$ cat config.mk
export PLATFORM = sky130hd
export DESIGN_NAME = store_buffer_unit
export DESIGN_NICKNAME = d
export VERILOG_FILES = /design/src/rtl/store_buffer_unit_pkg.sv /design/src/rtl/store_fifo.sv /design/src/rtl/store_buffer_unit.sv
export SDC_FILE = /design/constraint.sdc
export NUM_CORES = 1
export LEC_CHECK = 0
export CELL_PAD_IN_SITES_DETAIL_PLACEMENT = 1
export CELL_PAD_IN_SITES_GLOBAL_PLACEMENT = 1
export CORE_MARGIN = 2
export CORE_UTILIZATION = 25
export DETAILED_ROUTE_END_ITERATION = 7
export MAX_ROUTING_LAYER = met4
export PLACE_DENSITY = 0.55
export SETUP_SLACK_MARGIN = 0.05
export SYNTH_ARGS = -nofsm -noshare
export SYNTH_HDL_FRONTEND = slang
export SYNTH_HIERARCHICAL = 1
export SYNTH_SLANG_ARGS = --single-unit
$ cat constraint.sdc
create_clock -name clk -period 3.9 [get_ports clk]
set_input_delay 0.78 -clock clk [delete_from_list [all_inputs] [get_ports clk]]
set_output_delay 0.78 -clock clk [all_outputs]
set_load 0.05 [all_outputs]
$ cat src/rtl/store_buffer_unit_pkg.sv
// Store encodings and formatting helpers shared by store_buffer_unit and its FIFO.
package store_buffer_unit_pkg;

    localparam logic [2:0] F3_SB = 3'b000;
    localparam logic [2:0] F3_SH = 3'b001;
    localparam logic [2:0] F3_SW = 3'b010;
    localparam logic [2:0] F3_SD = 3'b011;

    typedef enum logic {StIdle, StSplit} sb_state_e;

    // Contiguous byte mask of the access size, anchored at lane 0.
    function automatic logic [7:0] size_mask(input logic [2:0] funct3);
        case (funct3)
            F3_SB:   size_mask = 8'h01;
            F3_SH:   size_mask = 8'h03;
            F3_SW:   size_mask = 8'h0f;
            F3_SD:   size_mask = 8'hff;
            default: size_mask = 8'h00;
        endcase
    endfunction

    function automatic int unsigned strb_width(input int unsigned xlen);
        return xlen / 8;
    endfunction

endpackage

$ cat src/rtl/store_fifo.sv
// Generic synchronous FIFO with occupancy count; head reads as zero while empty.
module store_fifo #(
    parameter int unsigned WIDTH = 8,
    parameter int unsigned DEPTH = 4
) (
    input  logic                     clk,
    input  logic                     rst,
    input  logic                     push,
    input  logic [WIDTH-1:0]         wdata,
    input  logic                     pop,
    output logic [WIDTH-1:0]         rdata,
    output logic [$clog2(DEPTH):0]   count,
    output logic                     full,
    output logic                     empty
);

    localparam int unsigned PW = $clog2(DEPTH);

    logic [WIDTH-1:0] mem [DEPTH];
    logic [PW-1:0]    wr_q, rd_q;
    logic [PW:0]      cnt_q;
    logic             do_push, do_pop;

    assign full    = (cnt_q == (PW+1)'(DEPTH));
    assign empty   = (cnt_q == '0);
    assign do_push = push & ~full;
    assign do_pop  = pop & ~empty;
    assign count   = cnt_q;
    assign rdata   = empty ? '0 : mem[rd_q];

    always_ff @(posedge clk or posedge rst) begin
        if (rst) begin
            wr_q  <= '0;
            rd_q  <= '0;
            cnt_q <= '0;
        end else begin
            if (do_push) wr_q <= wr_q + PW'(1);
            if (do_pop)  rd_q <= rd_q + PW'(1);
            case ({do_push, do_pop})
                2'b10:   cnt_q <= cnt_q + (PW+1)'(1);
                2'b01:   cnt_q <= cnt_q - (PW+1)'(1);
                default: cnt_q <= cnt_q;
            endcase
        end
    end

    // Storage is not reset; rdata is masked by empty instead.
    always_ff @(posedge clk) begin
        if (do_push) mem[wr_q] <= wdata;
    end

endmodule

$ cat src/rtl/store_buffer_unit.sv
// Store formatter + write FIFO between execute and the data-memory write channel.
// Define STORE_SPLIT_MISALIGNED_EN to split word-crossing misaligned stores into two beats.
module store_buffer_unit
    import store_buffer_unit_pkg::*;
#(
    parameter int unsigned XLEN   = 32,
    parameter int unsigned ADDR_W = 32,
    parameter int unsigned DEPTH  = 4
) (
    input  logic                     clk,
    input  logic                     rst,
    input  logic                     st_valid,
    output logic                     st_ready,
    input  logic [2:0]               st_funct3,
    input  logic [ADDR_W-1:0]        st_addr,
    input  logic [XLEN-1:0]          st_data,
    output logic                     st_err,
    output logic                     mem_wvalid,
    input  logic                     mem_wready,
    output logic [ADDR_W-1:0]        mem_waddr,
    output logic [XLEN-1:0]          mem_wdata,
    output logic [XLEN/8-1:0]        mem_wstrb,
    output logic [$clog2(DEPTH):0]   st_count,
    output logic                     st_empty
);

    localparam int unsigned NB   = strb_width(XLEN);
    localparam int unsigned OFFW = $clog2(NB);
    localparam int unsigned EW   = ADDR_W + XLEN + NB;

    logic [OFFW-1:0]   off;
    logic [NB-1:0]     smask;
    logic [XLEN-1:0]   sdata;
    logic [ADDR_W-1:0] waddr;
    logic              illegal, misaligned, accept;
    logic              full, empty, push, pop;
    logic              err_q, err_d;
    logic [EW-1:0]     push_entry, head;

    assign off     = st_addr[OFFW-1:0];
    assign smask   = NB'(size_mask(st_funct3));
    assign waddr   = {st_addr[ADDR_W-1:OFFW], {OFFW{1'b0}}};
    assign illegal = st_funct3[2] | ((st_funct3 == F3_SD) & (XLEN == 32));

    // Drop rs2 bytes beyond the access size so unused lanes go out as zero.
    always_comb begin
        sdata = '0;
        for (int i = 0; i < NB; i++) begin
            if (smask[i]) sdata[8*i +: 8] = st_data[8*i +: 8];
        end
    end

    always_comb begin
        case (st_funct3)
            F3_SH:   misaligned = off[0];
            F3_SW:   misaligned = |off[1:0];
            F3_SD:   misaligned = |off;
            default: misaligned = 1'b0;
        endcase
    end

`ifdef STORE_SPLIT_MISALIGNED_EN
    logic [2*XLEN-1:0] data_w;
    logic [2*NB-1:0]   strb_w;
    logic              crosses;
    sb_state_e         state_q, state_d;
    logic [EW-1:0]     beat2_q, beat2_d;

    // Double-width shift: upper half is whatever spills into the next word.
    assign data_w  = {{XLEN{1'b0}}, sdata} << {off, 3'b000};
    assign strb_w  = {{NB{1'b0}}, smask} << off;
    assign crosses = misaligned & (|strb_w[2*NB-1:NB]);
    assign accept  = st_valid & st_ready;
    assign err_d   = accept & illegal;
    assign st_empty = empty & (state_q == StIdle);

    always_ff @(posedge clk or posedge rst) begin
        if (rst) begin
            state_q <= StIdle;
            beat2_q <= '0;
        end else begin
            state_q <= state_d;
            beat2_q <= beat2_d;
        end
    end

    always_comb begin
        state_d = state_q;
        beat2_d = beat2_q;
        case (state_q)
            StIdle: begin
                if (accept && !illegal && crosses) begin
                    state_d = StSplit;
                    beat2_d = {waddr + ADDR_W'(NB), data_w[2*XLEN-1:XLEN], strb_w[2*NB-1:NB]};
                end
            end
            StSplit: if (!full) state_d = StIdle;
            default: state_d = StIdle;
        endcase
    end

    always_comb begin
        st_ready   = 1'b0;
        push       = 1'b0;
        push_entry = {waddr, data_w[XLEN-1:0], strb_w[NB-1:0]};
        case (state_q)
            StIdle: begin
                st_ready = ~rst & ~full;
                push     = st_valid & st_ready & ~illegal;
            end
            StSplit: begin
                push       = ~full;
                push_entry = beat2_q;
            end
            default: ;
        endcase
    end
`else
    assign st_ready   = ~rst & ~full;
    assign accept     = st_valid & st_ready;
    assign push       = accept & ~illegal & ~misaligned;
    assign push_entry = {waddr, XLEN'(sdata << {off, 3'b000}), NB'(smask << off)};
    assign err_d      = accept & (illegal | misaligned);
    assign st_empty   = empty;
`endif

    always_ff @(posedge clk or posedge rst) begin
        if (rst) err_q <= 1'b0;
        else     err_q <= err_d;
    end

    assign st_err     = err_q;
    assign mem_wvalid = ~empty;
    assign pop        = mem_wvalid & mem_wready;
    assign {mem_waddr, mem_wdata, mem_wstrb} = head;

    store_fifo #(
        .WIDTH (EW),
        .DEPTH (DEPTH)
    ) u_fifo (
        .clk   (clk),
        .rst   (rst),
        .push  (push),
        .wdata (push_entry),
        .pop   (pop),
        .rdata (head),
        .count (st_count),
        .full  (full),
        .empty (empty)
    );

endmodule

==> impl_results.md <==
- Vias in the first global route: roughly 6500
- Post-CTS sizing: 0
- Syn Inst Count: around 570
- Drt pass-1 iters: 5
- RSZ-0062 raised after global routing: no
- Cell Count, Final, Fillers Out: roughly 1400
- Final Hold Viols: 0
- Crit path kind: flop to primary output
- Post-CTS Setup Bufs: 0
- Post-layout nets: 823
- Bufs on Longest Clock Path: 3
- Largest net degree at the start of global routing: 60
- Reg2reg start: u_fifo/count[0]
- CP peak stage delay: approximately 740 ps
- Die area: about 48000 um2
- Synth warn: 6
- Fin crit period: ~3700 ps
- Critical Path Start: u_fifo/rd_q[0]
- DRC violations left: 0
- R2R depth: 13
- Yosys top cell area share: a little under three quarters
- F_max: 269 MHz
- Slew @ Worst Pin: 754 ps
- Total gr overflow: 0
- Setup-failing EPs final: 0
- DR vias: 5800
- Die height: between 200 and 250 um
- First-pass GRT wire length: roughly 42000 um
- CP required: roughly 3100 ps
- MaxCap Viol Count: 0
- Comb pwr share: 43.9%
- Core Area: between 40000 and 50000 um2
- Startpoint types: flop
- Ports: 146
- Post-route ant nets: 0
- Critical path, cell by cell: buf_12, mux4_2, and2_1, clkdlybuf4s50_1
- P_sw: roughly 4.3 mW
- WL per Instance: 20.6 um
- CP max FO: 15
- CP max stage cell: clkdlybuf4s50_1
- Arrival time worst endpoint: a little under 3000 ps
- Initial core utilization: ~25%
- Sink Count: 280
- Initial DRC Count: 304
- Total wire length: 28200 um
- Register area share after synthesis: 73.0%
- Reg power frac: 31.8%
- Yosys reg bits: 280
- Placed Cells: roughly 1300
- Post-DP HPWL: about 18000 um
- Fraction of layout cells with a size suffix above 1: a little under 20%
- Status: finished, final reports clean
- CTS root buffer: clkbuf_16
- Slew Limit Headroom: ~50%
- Layout area overhead: 28.4%
- TritonCTS clock tree: yes
- Clock Power Share: between 20% and 30%
- Slew Viols, Final: 0
- Initial antenna violation count: 2
- Synth Area per Inst: just over 20 um2
- Ys flop type: edfxtp_1
- Htree depth: 1
- Synth cell types: a little over 40
- Max VDD drop: about 0.47 mV
- Post-cts hold buffer count: 0
- Internal Power: between 6 and 7 mW
- Vias per cell: 4.24
- Min-delay worst type: primary input to asynchronous set/reset pin
- Net Sw Frac: 38.1%
- Total CTS buffers: 30
- Routability cong.: between 0.7 and 0.8
- Die width: ~220 um
- CP Capture Type: primary output
- Synth Cell Area: between 10000 and 15000 um2
- Tcrit/Tclk final: 95.4%
- Top cell type by total area after synthesis: edfxtp_1
- Clock slew at reported path FFs: about 60 ps
- Row cnt: between 70 and 80
- Lkg Pwr: between 4 and 5 nW
- Port bufs: approximately 150
- FILL cells: ~4600
- Setup TNS: 0 ps
- Largest cells by area after synthesis: edfxtp_1, mux4_2, and2_1
- P per Cell Area: roughly 760 nW/um2
- ANT cells: 0
- EDFF count, synth: between 200 and 300
- All-Layer GR Usage: ~12%
- Clock Skew: 12.4 ps
- Worst skew pair latency: ~560 ps
- Async SR Flop Fraction: ~2.9%
[logic make-up after synthesis]
family / share of synthesized area (%)
AOI/OAI and AO/OA: 2.17
xor gates and xnor gates: 0.458
adders and majority gates: 0.720
buffers and inverters: 2.72
DFF: 73.0
muxes: 14.2
other: 0.0327
and+or+nand+nor: 6.68
[cells in the mapped netlist (all sizes together) (5+ instances only)]
master	instances
inv	11
buf	23
and2	89
o22ai	8
clkbuf	8
nor2b	10
edfxtp	272
mux4	68
a22oi	8
dfrtp	8
ha	5
mux2i	9
nor2	16
a221o	8
[power by group through the flow]
stage | Sequential, mW | Combinational [mW] | Clock, mW
final | 3.56 | 4.91 | 2.72
after CTS | 3.57 | 5.04 | 2.82
after global routing | 3.59 | 5.19 | 2.92
after detailed placement | 3.64 | 5.03 | 0
after global placement | 3.63 | 5.01 | 0
after floorplan | 3.58 | 3.45 | 0
[area by class of cell]
type,count,area (um2),share of cell area [%]
multi-input cells,254,2820,19.2
well taps,600,751,5.10
inverters,11,41.3,0.281
clock inverters,13,124,0.842
repair buffers,169,1790,12.2
clock buffers,40,810,5.50
flip-flops and latches,280,8380,56.9
[state kept, by name, indices dropped and copies added (netlist names)]
signal and flops:
u_fifo/wr_q 2, u_fifo/rd_q 2, u_fifo/count 3, st_err 1
u_fifo/mem 272
[metrics by stage]
step	power, mW	setup WS, ps	area, um2	util (%)	hold slack (ps)
5_1_grt	11.7	68.0	14700	32.5	449
3_3_place_gp	8.64	635	13800	30.4	519
6_report	11.2	180	14700	32.5	429
2_1_floorplan	7.03	373	11500	-	509
3_5_place_dp	8.67	624	13800	30.4	525
4_1_cts	11.4	97.6	14700	32.5	395
[per-layer routing]
metal  global-route usage [%]  wire [um]  vias to the layer above
met1                     16.1      12800                     3010
met2                     20.0      13600                      147
met5                        -          0                        -
met4                     2.95        426                        0
li1                         -          -                     2608
met3                     2.02       1410                       35
[worst max-delay path: cells and delay by family, from the launching register on]
family / cells / cell delay [ps]
multiplexers: 1 / 540
AND/OR/NAND/NOR: 1 / 230
buffers and inverters: 2 / 980
flip-flops: 1 / 630
[path summary, 6_finish.rpt]
| path | to | slack [ps] |
|---|---|---|
| worst min-delay path | st_err | 430 |
| worst min register to register | u_fifo/count[2] | 530 |
| max in group asynchronous | u_fifo/rd_q[1] | 3100 |
| worst max-delay path | mem_wdata[14] | 180 |
| worst max register to register | u_fifo/count[2] | 1220 |
| min in group clk | u_fifo/count[2] | 530 |
[placed cells by master, fill, tap and decap left out, types with 9 or more instances in the layout]
cell type        count
and2_1              85
buf_12              13
buf_4               11
clkbuf_1             9
clkbuf_16           31
clkdlybuf4s50_1    145
edfxtp_1           272
inv_1               11
mux2i_1              9
mux4_2              68
nor2_1              14
nor2b_1             10
(Power assumes the default switching activity.)
